===== src/rtl/burst_dac_gen.sv =====
// rtl/burst_dac_gen.sv - fixed-length burst sample source with derived sample clock
module burst_dac_gen #(
  parameter int DIV       = 8,
  parameter int BURST_LEN = 255
) (
  input  logic        clk_sys,
  input  logic        rst,
  input  logic        gen_start,
  input  logic [11:0] amp,
  input  logic [1:0]  wave_sel,
  input  logic [7:0]  freq,
  output logic        clk_samp,
  output logic        samp_valid,
  output logic [11:0] DA_data,
  output logic        busy,
  output logic        gen_done
);

  localparam int DW = $clog2(DIV);
  localparam logic [DW-1:0] DIV_LAST = DW'(DIV - 1);
  localparam logic [DW-1:0] DIV_HALF = DW'(DIV / 2);
  localparam logic [15:0]   LEN      = 16'(BURST_LEN);

  localparam logic [1:0] WAVE_DC  = 2'b00;
  localparam logic [1:0] WAVE_SQ  = 2'b01;
  localparam logic [1:0] WAVE_TRI = 2'b10;

  typedef enum logic {IDLE, RUN} state_t;

  state_t          state;
  logic [11:0]     amp_l;
  logic [1:0]      wave_l;
  logic [7:0]      freq_l;
  logic [7:0]      phase;
  logic [DW-1:0]   div_cnt;
  logic [15:0]     samp_cnt;

  logic            wrap;
  logic            burst_end;
  logic [DW-1:0]   div_nxt;
  logic [15:0]     cnt_nxt;
  logic [7:0]      tri_t;
  logic [7:0]      mult;
  logic [11:0]     scaled;
  logic [11:0]     wave_val;

  // Divider/sample-count look-ahead so clk_samp can be registered in step with div_cnt
  always_comb begin
    wrap      = (div_cnt == DIV_LAST);
    burst_end = (samp_cnt == LEN);
    div_nxt   = wrap ? '0 : div_cnt + 1'b1;
    cnt_nxt   = samp_cnt + 16'(wrap);
  end

  // Waveform value for the current phase; products are truncated, never rounded
  always_comb begin
    // Triangle folds at mid-period: (255-phase) is ~phase when phase[7] is set
    tri_t    = phase[7] ? {~phase[6:0], 1'b0} : {phase[6:0], 1'b0};
    mult     = (wave_l == WAVE_TRI) ? tri_t : phase;
    scaled   = 12'(({8'b0, amp_l} * {12'b0, mult}) >> 8);
    case (wave_l)
      WAVE_DC: wave_val = amp_l;
      WAVE_SQ: wave_val = phase[7] ? 12'd0 : amp_l;
      default: wave_val = scaled;
    endcase
  end

  // Burst FSM with registered outputs
  always_ff @(posedge clk_sys) begin
    if (rst) begin
      state      <= IDLE;
      amp_l      <= '0;
      wave_l     <= '0;
      freq_l     <= '0;
      phase      <= '0;
      div_cnt    <= '0;
      samp_cnt   <= '0;
      clk_samp   <= 1'b0;
      samp_valid <= 1'b0;
      DA_data    <= '0;
      busy       <= 1'b0;
      gen_done   <= 1'b0;
    end else begin
      samp_valid <= 1'b0;
      gen_done   <= 1'b0;
      case (state)
        IDLE: begin
          clk_samp <= 1'b0;
          if (gen_start) begin
            amp_l    <= amp;
            wave_l   <= wave_sel;
            freq_l   <= freq;
            busy     <= 1'b1;
            div_cnt  <= '0;
            phase    <= '0;
            samp_cnt <= '0;
            state    <= RUN;
          end
        end
        RUN: begin
          if (burst_end) begin
            // One cycle after the final sample's strobe
            state    <= IDLE;
            busy     <= 1'b0;
            gen_done <= 1'b1;
            DA_data  <= '0;
            clk_samp <= 1'b0;
            div_cnt  <= '0;
          end else begin
            div_cnt  <= div_nxt;
            samp_cnt <= cnt_nxt;
            // High for the first half of each sample period once a sample exists
            clk_samp <= (div_nxt < DIV_HALF) && (cnt_nxt != 16'd0);
            if (wrap) begin
              samp_valid <= 1'b1;
              DA_data    <= wave_val;
              phase      <= phase + freq_l;
            end
          end
        end
        default: state <= IDLE;
      endcase
    end
  end

endmodule


===== config.mk =====
export PLATFORM = sky130hd
export DESIGN_NAME = burst_dac_gen
export DESIGN_NICKNAME = d
export VERILOG_FILES = /design/src/rtl/burst_dac_gen.sv
export SDC_FILE = /design/constraint.sdc
export NUM_CORES = 1
export LEC_CHECK = 0
export CAP_MARGIN = 20
export CORE_MARGIN = 2
export CORE_UTILIZATION = 55
export CTS_CLUSTER_DIAMETER = 100
export DETAILED_ROUTE_END_ITERATION = 12
export GPL_ROUTABILITY_DRIVEN = 0
export PLACE_DENSITY = 0.83
export SLEW_MARGIN = 20
export SYNTH_ARGS = -nofsm -noshare
export SYNTH_HDL_FRONTEND = slang
export SYNTH_SLANG_ARGS = --single-unit

===== constraint.sdc =====
create_clock -name clk_sys -period 5.3 [get_ports clk_sys]
set_clock_uncertainty 0.15 [all_clocks]
set_input_delay 0.53 -clock clk_sys [delete_from_list [all_inputs] [get_ports clk_sys]]
set_output_delay 0.53 -clock clk_sys [all_outputs]
set_load 0.05 [all_outputs]

==> impl_results.md, run 1 <==
- Worst Hold Path Cells: 2
- Setup repair after global routing missed its margin: true
- Max Fanout on Critical Path: 7
- Number of rows created at floorplan: 38
- Switching Fraction: 0.266
- Worst min-delay path class: flip-flop to flip-flop
- 1st-iter DRT viols: 343
- Share of total power in sequential cells: 0.432
- Cell Chain, Critical Path: nand2b_4 > buf_8 > nor2_4 > a21oi_2 > nand2b_4 > fa_1 > fa_1 > inv_2 > fa_1 > inv_1 > fa_1 > inv_2 > ha_4 > nand4_1 > nor3b_2 > a211o_1 > a22oi_2 > o211a_1 > or3_1 > a311oi_1
- Worst slew margin: 0.221
- Instance count of the mapped netlist: 755
- Worst Setup Start Kind: flip-flop
- Start point of the worst hold path: freq_l[7]$_SDFFE_PP0P_
- Max-slew violation total from the final report: 0
- Area of the multi-input gates: 0.00469 mm^2
- Max capacitance violation total: 0
- Max stage delay on crit path: 580 ps
- Yosys warning count: 0
- Portion of the post-synthesis area used by sequential elements: 0.212
- Post-CTS Hold Fix Bufs: 0
- CTS H-tree depth: 3
- Leading cell types by total area after synthesis: dfxtp_1 (21%), fa_1 (19%), ha_1 (9.7%)
- Slowest-stage cell, CP: fa_1
- Critical path arrival: 5460 ps
- Number of buffers added by the clock tree synthesis step: 9
- P&R area growth vs syn: 21.8%
- Pin count of the biggest net entering global routing: 64
- Start-to-end type of the worst setup path: flip-flop to flip-flop
- Total power per unit cell area: 161 mW/mm^2
- Non-filler cells in the finished layout: 958
- Commonest non-fill, non-tap cell in the layout: inv_1
- Most frequent cells in the layout: inv_1 (81), nand2_1 (78), dfxtp_1 (60)
- 1st-pass router iterations: 5
- Syn Std Cell Area: 0.00622 mm^2
- FFs w/ async S/R, synth: 0
- Distinct cells, synth: 55
- Net load switching power: 0.000325 W
- Path depth of the worst reg2reg path: 20
- Fin Setup TNS: -128 ps
- Combined flip-flop and latch cell area: 0.00133 mm^2
- Min Clock Period, post-route: 5350 ps
- Remaining Overflow, GRT: 0
- Synthesized area per cell: 8.24 um^2
- Data required time at the worst endpoint: 5410 ps
- Period utilisation layout: 1.01
- Total detailed-routing wirelength: 17000 um
- Net Count, Synth: 888
- Peak clock frequency supported by timing: 0.187 GHz
- Ratio of routed vias to standard cells: 5.93
- Number of nets in the layout: 946
- Largest voltage drop on the vdd net: 0.000170 V
- Worst-Margin Slew: 1160 ps
- Final routed DRC violation total: 0
- Avg WL per Cell: 17.7 um
- Overall fraction of global-route tracks in use: 0.275
- Vias in the first global route: 5614
- CTS tree: built
- Core ar.: 0.0109 mm^2
- Capture point of the worst reg-to-reg path: DA_data[10]$_SDFFE_PP0P_
- Violations in the final reports: setup timing
- Die W: 110 um
- Most used flip-flop cell after synthesis: dfxtp_1
- Library cell appearing most often on the critical path: fa_1
- Hold Vio Cnt, Final: 0
- Placed cell count: 919
- Reg-to-reg startpoint: wave_l[0]$_SDFFE_PP0P_
- DIE HEIGHT: 110 um
- Worst reg2reg setup slack: -50 ps
- Result of the run: finished, violations left
- Antenna cells: 0
- Worst-path clk slew: 60 ps
- Number of register bits inferred by synthesis: 66
- Clock sink count: 66
- Port buffer count: 40
- Buffers from clock root to sink, at most: 2
- Worst setup EP type: flip-flop
- Area share of the largest cell type after synthesis: 0.212
- End point of the worst hold path: freq_l[7]$_SDFFE_PP0P_
- Via count: 5681
- Die Area: 0.0122 mm^2
- Total of endpoints with negative setup slack in the final report: 4
- Count of flip-flops with a built-in enable after synthesis: 0
- Initial Utilization: 0.569
- Share of cells above drive strength 1: 0.142
- P_int: 0.000896 W
- Fill count: 799
- Antenna violation net count after detailed routing: 0
- Initial antenna violation count: 0
- Worst setup margin: -49.3 ps
- Half-perimeter wire length of the detailed placement result: 11200 um
- Largest area contributor in the synthesized netlist: dfxtp_1
- I/O pin cnt: 41
- Logic gate share of total power: 0.086
- Share of power burned in the clock network: 0.482
- Root Driver: clkbuf_16
- Source-to-sink clock delay at the later pin of the worst-skew pair: 350 ps
- Leakage: 3.29 nW
- Wire length of the first global-routing pass: 25900 um
- Fin util: 0.693
[worst max-delay path: cells and delay by family, from the launching register on]
family | cells | cell delay [ps]
AOI/OAI and AO/OA | 5 | 950
adders and majority gates | 5 | 2370
buffers and inverters | 4 | 330
DFF | 1 | 320
and+or+nand+nor | 6 | 1150
[cell usage after synthesis, drive strengths merged, types with 10 or more instances]
library cell	instances
xor2	12
clkbuf	28
buf	10
nand3	14
inv	83
and3	16
nor2	45
nand2	79
and2	11
a22oi	12
nand2b	16
fa	60
a21oi	66
nor2b	58
dfxtp	66
xnor2	11
o21ai	24
ha	48
[area by class of cell]
cell class | instances | share of cell area
multi-input combinational | 568 | 0.619
clock buffer | 11 | 0.0334
tap | 140 | 0.0231
timing repair buffer | 85 | 0.102
sequential | 66 | 0.176
inverter | 83 | 0.0411
clock inverter | 5 | 0.00512
[power by group through the flow]
stage          Clock, W  Combinational (W)  Sequential (W)
6_report       0.000589           0.000105        0.000528
5_1_grt        0.000610           0.000113        0.000529
4_1_cts        0.000591          0.0000967        0.000526
3_5_place_dp          0          0.0000954        0.000537
3_3_place_gp          0          0.0000924        0.000536
2_1_floorplan         0          0.0000573        0.000529
[cell families (layout without fill, tap and decap cells)]
| family | count (synthesis) | count (layout) | synth area share |
|---|---|---|---|
| simple gates | 288 | 288 | 0.245 |
| compound gates | 149 | 149 | 0.146 |
| buf+inv | 121 | 184 | 0.0744 |
| fa+ha+maj | 108 | 108 | 0.290 |
| flops | 66 | 66 | 0.212 |
| xor+xnor | 23 | 23 | 0.0324 |
[through the flow]
stage	setup slack, ps	area (um^2)	total power [W]	hold slack (ps)
2_1_floorplan	5.71	6220	0.000587	291
3_3_place_gp	89.5	6810	0.000629	302
3_5_place_dp	-103	6810	0.000632	312
4_1_cts	17.3	7120	0.00121	321
5_1_grt	-197	7570	0.00125	340
6_report	-49.3	7570	0.00122	320
[timing repair]
item / CTS / global route
buffers inserted: 1 / 21
setup endpoints to repair: 5 / 8
gates resized for setup: 5 / 65
pin swaps: 1 / 41
[registers in the layout (all words and copies together), names as in the netlist, 2 cells and up]
signal    cells
wave_l        2
div_cnt       3
DA_data      12
amp_l        12
phase         8
samp_cnt     16
freq_l        8
[worst max path at each step]
stage	from	endpoint	depth (start not counted)	slack, ps
floorplan	wave_l[0]$_SDFFE_PP0P_	DA_data[9]$_SDFFE_PP0P_	20	6
global placement	phase[7]$_SDFFE_PP0P_	DA_data[9]$_SDFFE_PP0P_	19	90
detailed placement	wave_l[0]$_SDFFE_PP0P_	DA_data[9]$_SDFFE_PP0P_	19	-100
CTS	wave_l[0]$_SDFFE_PP0P_	DA_data[9]$_SDFFE_PP0P_	19	20
global route	phase[7]$_SDFFE_PP0P_	DA_data[10]$_SDFFE_PP0P_	19	-200
finish	wave_l[0]$_SDFFE_PP0P_	DA_data[10]$_SDFFE_PP0P_	20	-50
[metal layers]
metal  vias to the layer above  part of all wire  global-route usage
met1                      2768              0.40               0.324
li1                       2634                 -                   -
met3                        53             0.061              0.0594
met2                       226              0.51               0.486
met4                         0             0.035               0.111
met5                         -                 0                   0
Power figures use the tool's default switching activity.
==> run 2: changes to the inputs <==
--- a/config.mk
+++ b/config.mk
@@ -12,7 +12,7 @@
 export DETAILED_ROUTE_END_ITERATION = 12
 export GPL_ROUTABILITY_DRIVEN = 0
 export PLACE_DENSITY = 0.83
-export SLEW_MARGIN = 20
+export SLEW_MARGIN = 10
 export SYNTH_ARGS = -nofsm -noshare
 export SYNTH_HDL_FRONTEND = slang
 export SYNTH_SLANG_ARGS = --single-unit
==> run 2 against run 1 <==
The run still ends with setup timing left. Global-route usage unchanged. Total power rose by 0.39%. Worst hold slack about the same. Sequential cell count did not move. Die area unchanged. Combinational power about the same. Sequential power about the same. Largest power group unchanged.
==> impl_results.md, run 2 (synthesis gave the netlist of run 1 again) <==
- Avg WL per Cell: 17.8 um (+0.27%)
- Overall power after layout: 0.00123 W (+0.39%)
- Largest voltage drop on the vdd net: 0.000169 V (-0.94%)
- Hold Vio Cnt, Final: 0 (unchanged)
- Worst setup margin: -34.8 ps (+14.5 ps)
- Worst Setup Start Kind: flip-flop
- Remaining Overflow, GRT: 0 (unchanged)
- Register with the highest flop count: samp_cnt
- Registers with the most flip-flops: samp_cnt (16), DA_data (12), amp_l (12)
- Start-to-end type of the worst setup path: flip-flop to flip-flop
- Share of cells above drive strength 1: 0.142 (-0.000173)
- Half-perimeter wire length of the detailed placement result: 11200 um (unchanged)
- Met3 wire len: 1010 um (-3.2%)
- Data required time at the worst endpoint: 5420 ps (about the same)
- 1st-pass router iterations: 6 (+1)
- 1st-iter DRT viols: 356 (+3.8%)
- Worst slew margin: 0.247 (+0.0255)
- Source-to-sink clock delay at the later pin of the worst-skew pair: 350 ps (about the same)
- Max-slew violation total from the final report: 0 (unchanged)
- Critical path arrival: 5450 ps (about the same)
- Fin util: 0.695 (+0.00240)
- DIE HEIGHT: 110 um (unchanged)
- Start point of the worst hold path: freq_l[2]$_SDFFE_PP0P_
- Die Area: 0.0122 mm^2 (unchanged)
- Root Driver: clkbuf_16
- Die W: 110 um (unchanged)
- Result of the run: finished, violations left
- Number of nets in the layout: 947 (+0.11%)
- Total power per unit cell area: 161 mW/mm^2 (about the same)
- Cell Chain, Critical Path: nand2b_4 > buf_8 > nor2_4 > a21oi_2 > nand2b_4 > fa_1 > fa_1 > inv_2 > fa_1 > inv_1 > fa_1 > inv_2 > ha_4 > nand4_1 > nor3b_2 > a211o_1 > a22oi_2 > o211a_1 > or3_1 > a311oi_1
- Number of flip-flops under the largest register name: 16 (unchanged)
- Vias in the first global route: 5614 (unchanged)
- Ratio of routed vias to standard cells: 5.93 (about the same)
- Slowest-stage cell, CP: fa_1
- Peak clock frequency supported by timing: 0.187 GHz (+0.27%)
- Worst-path clk slew: 60 ps (about the same)
- Leakage: 3.31 nW (+0.42%)
- I/O pin cnt: 41 (unchanged)
- Critical path buffer and inverter count: 4 (unchanged)
- Metal2 WL: 8680 um (+0.78%)
- Worst min-delay path class: flip-flop to flip-flop
- Total detailed-routing wirelength: 17000 um (+0.38%)
- Antenna cells: 0 (unchanged)
- Min Clock Period, post-route: 5330 ps (-14.5 ps)
- Hold Worst Slack: 319 ps (-0.464 ps)
- Largest delay contributor family on the critical path: adder cells
- CTS tree: built
- Initial Utilization: 0.569 (unchanged)
- Total of endpoints with negative setup slack in the final report: 3 (-1)
- Commonest non-fill, non-tap cell in the layout: inv_1
- Max stage delay on crit path: 580 ps (about the same)
- Via count: 5688 (+0.12%)
- Most frequent cells in the layout: inv_1 (81), nand2_1 (79), dfxtp_1 (60)
- Reg-to-reg startpoint: wave_l[0]$_SDFFE_PP0P_
- P&R area growth vs syn: 22.2%
- Clock sink count: 66 (unchanged)
- Library cell appearing most often on the critical path: fa_1
- Violations in the final reports: setup timing
- Worst-Margin Slew: 1120 ps (-38.1 ps)
- Antenna violation net count after detailed routing: 0 (unchanged)
- Overall fraction of global-route tracks in use: 0.275 (unchanged)
- Core ar.: 0.0109 mm^2 (unchanged)
- Buffers from clock root to sink, at most: 2 (unchanged)
- CTS H-tree depth: 3 (unchanged)
- Period utilisation layout: 1.01 (-0.00274)
- Highest metal layer with signal wires: met4
- Max capacitance violation total: 0 (unchanged)
- Setup repair after global routing missed its margin: true
- Worst Setup SP: wave_l[0]$_SDFFE_PP0P_
- Port buffer count: 40 (unchanged)
- Max Fanout on Critical Path: 7 (unchanged)
- Routed met1 length: 6680 um (-0.33%)
- Wire length of the first global-routing pass: 25900 um (unchanged)
- Pin count of the biggest net entering global routing: 64 (unchanged)
- Number of rows created at floorplan: 38 (unchanged)
- Number of buffers added by the clock tree synthesis step: 9 (unchanged)
- Initial antenna violation count: 0 (unchanged)
- Post-CTS Hold Fix Bufs: 0 (unchanged)
- Worst setup EP type: flip-flop
- Final routed DRC violation total: 0 (unchanged)
-- run 2: changes by cell type in the layout (fill, tap and decap cells not counted), sizes merged --
cell,change
clkbuf,+1
-- run 2: area by class of cell --
type	instances	area, um^2
clock buffers	11	253
clock inverters	5	38.8
fillers	792	3340
inverters	83	312
multi-input cells	568	4690
flip-flops and latches	66	1330
well taps	140	175
repair buffers	86	803
-- run 2: worst register-to-register path: stages, from the launching register on --
cell and delay (ps):
dfxtp_2 320, nand2b_4 190, buf_8 180, nor2_4 130, a21oi_2 60, nand2b_4 160
fa_1 570, fa_1 580, inv_2 50, fa_1 480, inv_1 50, fa_1 490
inv_2 50, ha_4 250, nand4_1 90, nor3b_2 190, a211o_1 230, a22oi_2 130
o211a_1 290, or3_1 380, a311oi_1 240
-- run 2: metal layers --
metal / vias up / track usage
met5: - / 0
met2: 230 / 0.486
met3: 52 / 0.0594
li1: 2645 / -
met4: 0 / 0.111
met1: 2761 / 0.324
-- run 2: power by group --
group          total [W]  switching, W  internal, W  leakage (nW)
Sequential      0.000528     0.0000208     0.000507         0.539
Combinational   0.000108     0.0000588    0.0000489          2.64
Clock           0.000591      0.000248     0.000343         0.130
-- run 2: worst paths after layout --
check                             endpoint  slack, ps  cells past startpoint
setup / recovery  DA_data[10]$_SDFFE_PP0P_        -30                     20
hold / removal      freq_l[2]$_SDFFE_PP0P_        320                      2
setup reg to reg  DA_data[10]$_SDFFE_PP0P_        -30                     20
hold reg to reg     freq_l[2]$_SDFFE_PP0P_        320                      2
-- run 2: timing repair --
item / 4_1_cts / 5_1_grt
gates resized for setup: 5 / 65
setup buffers: 1 / 21
pin swaps: 1 / 41
endpoints found under the setup margin: 5 / 8
-- run 2: through the flow --
stage               setup WS, ps  cell area [um^2]  setup TNS (ps)  std cells
floorplan                   5.71              6220               0        755
global placement            89.5              6810               0        919
detailed placement          -103              6810            -300        919
CTS                         17.3              7120               0        936
global route                -196              7600            -671        959
finish                     -34.8              7600           -87.5        959
==> run 3: changes to the inputs <==
--- a/config.mk
+++ b/config.mk
@@ -5,7 +5,7 @@
 export SDC_FILE = /design/constraint.sdc
 export NUM_CORES = 1
 export LEC_CHECK = 0
-export CAP_MARGIN = 20
+export CORE_ASPECT_RATIO = 0.8
 export CORE_MARGIN = 2
 export CORE_UTILIZATION = 55
 export CTS_CLUSTER_DIAMETER = 100
==> run 3 against run 2 <==
The flow now finishes without violations. Wire length increased by 3.3%. Global-route usage increased by 1.3 points. Non-clock buffer count increased by 3. Count of clock-buffer cells in the layout unchanged. Cell count increased by 0.73%. Largest cell class unchanged. Highest routed layer unchanged. Clock power increased by 17%. Die area about the same. Register-to-register slack improved by 97 ps. Critical path depth decreased by 2. Sequential power about the same. Maximum frequency increased by 1.9%.
==> impl_results.md, run 3 (synthesis gave the netlist of run 1 again) <==
- Initial Utilization: 0.569 (about the same)
- Data required time at the worst endpoint: 5400 ps (-20 ps)
- Min Clock Period, post-route: 5240 ps (-97.0 ps)
- Number of nets in the layout: 950 (+0.32%)
- Final routed DRC violation total: 0 (unchanged)
- Share of cells above drive strength 1: 0.146 (+0.00435)
- Avg WL per Cell: 18.2 um (+2.6%)
- Worst setup margin: 62.2 ps (+97.0 ps)
- Root Driver: clkbuf_16
- Number of rows created at floorplan: 34 (-11%)
- Fin util: 0.698 (+0.00313)
- Hold Vio Cnt, Final: 0 (unchanged)
- Worst min-delay path class: flip-flop to flip-flop
- Area of all placed cells without fillers: 0.00763 mm^2 (+0.43%)
- Commonest non-fill, non-tap cell in the layout: nand2_1
- Total of endpoints with negative setup slack in the final report: 0 (-3)
- 1st-pass router iterations: 5 (-1)
- Highest metal layer with signal wires: met4
- Max-slew violation total from the final report: 0 (unchanged)
- Total power per unit cell area: 173 mW/mm^2 (+7.1%)
- Registers with the most flip-flops: samp_cnt (16), DA_data (12), amp_l (12)
- P_int: 0.000993 W (+11%)
- Overall power after layout: 0.00132 W (+7.6%)
- Vias in the first global route: 5803 (+3.4%)
- Max Fanout on Critical Path: 6 (-1)
- Logic gate share of total power: 0.078 (-0.010)
- Initial antenna violation count: 0 (unchanged)
- Leakage: 3.31 nW (+0.21%)
- CTS H-tree depth: 3 (unchanged)
- Share of total power in sequential cells: 0.399 (-0.032)
- Number of buffers added by the clock tree synthesis step: 9 (unchanged)
- Source-to-sink clock delay at the later pin of the worst-skew pair: 350 ps (about the same)
- Core ar.: 0.0109 mm^2 (about the same)
- Port buffer count: 40 (unchanged)
- Pin count of the biggest net entering global routing: 63 (-1.6%)
- Antenna cells: 0 (unchanged)
- Net load switching power: 0.000326 W (-0.34%)
- Routed met1 length: 6760 um (+1.2%)
- Most frequent cells in the layout: nand2_1 (78), inv_1 (77), a21oi_1 (62)
- Worst-path clk slew: 60 ps (about the same)
- P&R area growth vs syn: 22.7%
- CTS tree: built
- Half-perimeter wire length of the detailed placement result: 11800 um (+5.0%)
- Total detailed-routing wirelength: 17600 um (+3.3%)
- Worst Setup Start Kind: flip-flop
- Switching Fraction: 0.247 (-0.0197)
- Largest voltage drop on the vdd net: 0.000163 V (-3.5%)
- I/O pin cnt: 41 (unchanged)
- Start-to-end type of the worst setup path: flip-flop to flip-flop
- Metal2 WL: 8990 um (+3.6%)
- Met3 wire len: 1490 um (+48%)
- Ratio of routed vias to standard cells: 6.00 (+1.2%)
- Number of flip-flops under the largest register name: 16 (unchanged)
- Worst setup EP type: flip-flop
- Worst-Margin Slew: 1140 ps (+16.3 ps)
- Die W: 123 um (+11%)
- Worst slew margin: 0.236 (-0.0110)
- DIE HEIGHT: 99.1 um (-10%)
- Via count: 5800 (+2.0%)
- Register with the highest flop count: samp_cnt
- Antenna violation net count after detailed routing: 0 (unchanged)
- Fill count: 788 (-0.51%)
- Post-Place Setup Slack: -116 ps (-13.3 ps)
- 1st-iter DRT viols: 533 (+50%)
- Result of the run: finished clean
- Max capacitance violation total: 0 (unchanged)
- Worst reg2reg setup slack: 60 ps (+100 ps)
- Setup repair after global routing missed its margin: true
- Cell area after placement: 0.00683 mm^2 (+0.37%)
- Share of power burned in the clock network: 0.522 (+0.040)
- Remaining Overflow, GRT: 0 (unchanged)
- Critical path arrival: 5340 ps (-110 ps)
- Period utilisation layout: 0.988 (-0.0183)
- Overall fraction of global-route tracks in use: 0.288 (+0.0130)
- Peak clock frequency supported by timing: 0.191 GHz (+1.9%)
- Buffers from clock root to sink, at most: 2 (unchanged)
- Clock sink count: 66 (unchanged)
- Wire length of the first global-routing pass: 27800 um (+7.4%)
- Die Area: 0.0122 mm^2 (about the same)
[run 3: cell count changes in the layout (fill, tap and decap cells not counted), sizes merged]
cell | previous run | this run
inv | 83 | 84
buf | 46 | 49
bufinv | 0 | 2
clkinvlp | 4 | 1
[run 3: final cells by class]
type | instances | area [um^2] | share of cell area
Multi-Input combinational cell | 568 | 4680 | 0.613
Sequential cell | 66 | 1330 | 0.174
Timing Repair Buffer | 89 | 792 | 0.104
Inverter | 83 | 312 | 0.0408
Clock buffer | 11 | 253 | 0.0331
Tap cell | 144 | 180 | 0.0236
Clock inverter | 5 | 85.1 | 0.0111
[run 3: final timing paths]
path	to	startpoint	depth (start not counted)
setup / recovery	DA_data[9]$_SDFFE_PP0P_	phase[7]$_SDFFE_PP0P_	18
hold / removal	freq_l[3]$_SDFFE_PP0P_	freq_l[3]$_SDFFE_PP0P_	2
setup reg to reg	DA_data[9]$_SDFFE_PP0P_	phase[7]$_SDFFE_PP0P_	18
hold reg to reg	freq_l[3]$_SDFFE_PP0P_	freq_l[3]$_SDFFE_PP0P_	2
[run 3: power by group through the flow]
stage | combinational [W] | clock [W] | sequential, W
finish | 0.000103 | 0.000689 | 0.000527
global route | 0.000113 | 0.000713 | 0.000529
CTS | 0.0000982 | 0.000691 | 0.000526
detailed placement | 0.0000964 | 0 | 0.000537
global placement | 0.0000939 | 0 | 0.000536
floorplan | 0.0000573 | 0 | 0.000529
[run 3: metrics by stage]
| stage | hold slack (ps) | TNS (ps) | cells |
|---|---|---|---|
| finish | 313 | 0 | 966 |
| global route | 329 | -485 | 966 |
| CTS | 313 | 0 | 950 |
| global placement | 299 | 0 | 926 |
| floorplan | 291 | 0 | 755 |
| detailed placement | 307 | -366 | 926 |
[run 3: timing repair]
item,CTS,global route
setup buffers,8,16
setup endpoints to repair,5,10
resized for setup,10,55
pin swaps,11,37
endpoints found under the hold margin,0,0
hold buffers,0,0
[run 3: worst max-delay path: stages, from the launching register on]
cell      delay, ps
dfxtp_4         390
xnor2_1         330
nor2_4           50
a21oi_2         150
buf_4           180
buf_4           160
nor2b_2          60
fa_1            490
fa_1            530
fa_1            510
inv_1            60
fa_1            540
inv_1            70
ha_4            260
a21o_1          210
a221o_2         420
a211oi_2        220
xor2_1          100
a311oi_1        290
[run 3: per-layer routing]
layer / global-route usage / vias up
met5: 0 / -
met4: 0.0840 / 0
met3: 0.0654 / 41
met2: 0.487 / 300
met1: 0.369 / 2818
li1: - / 2641
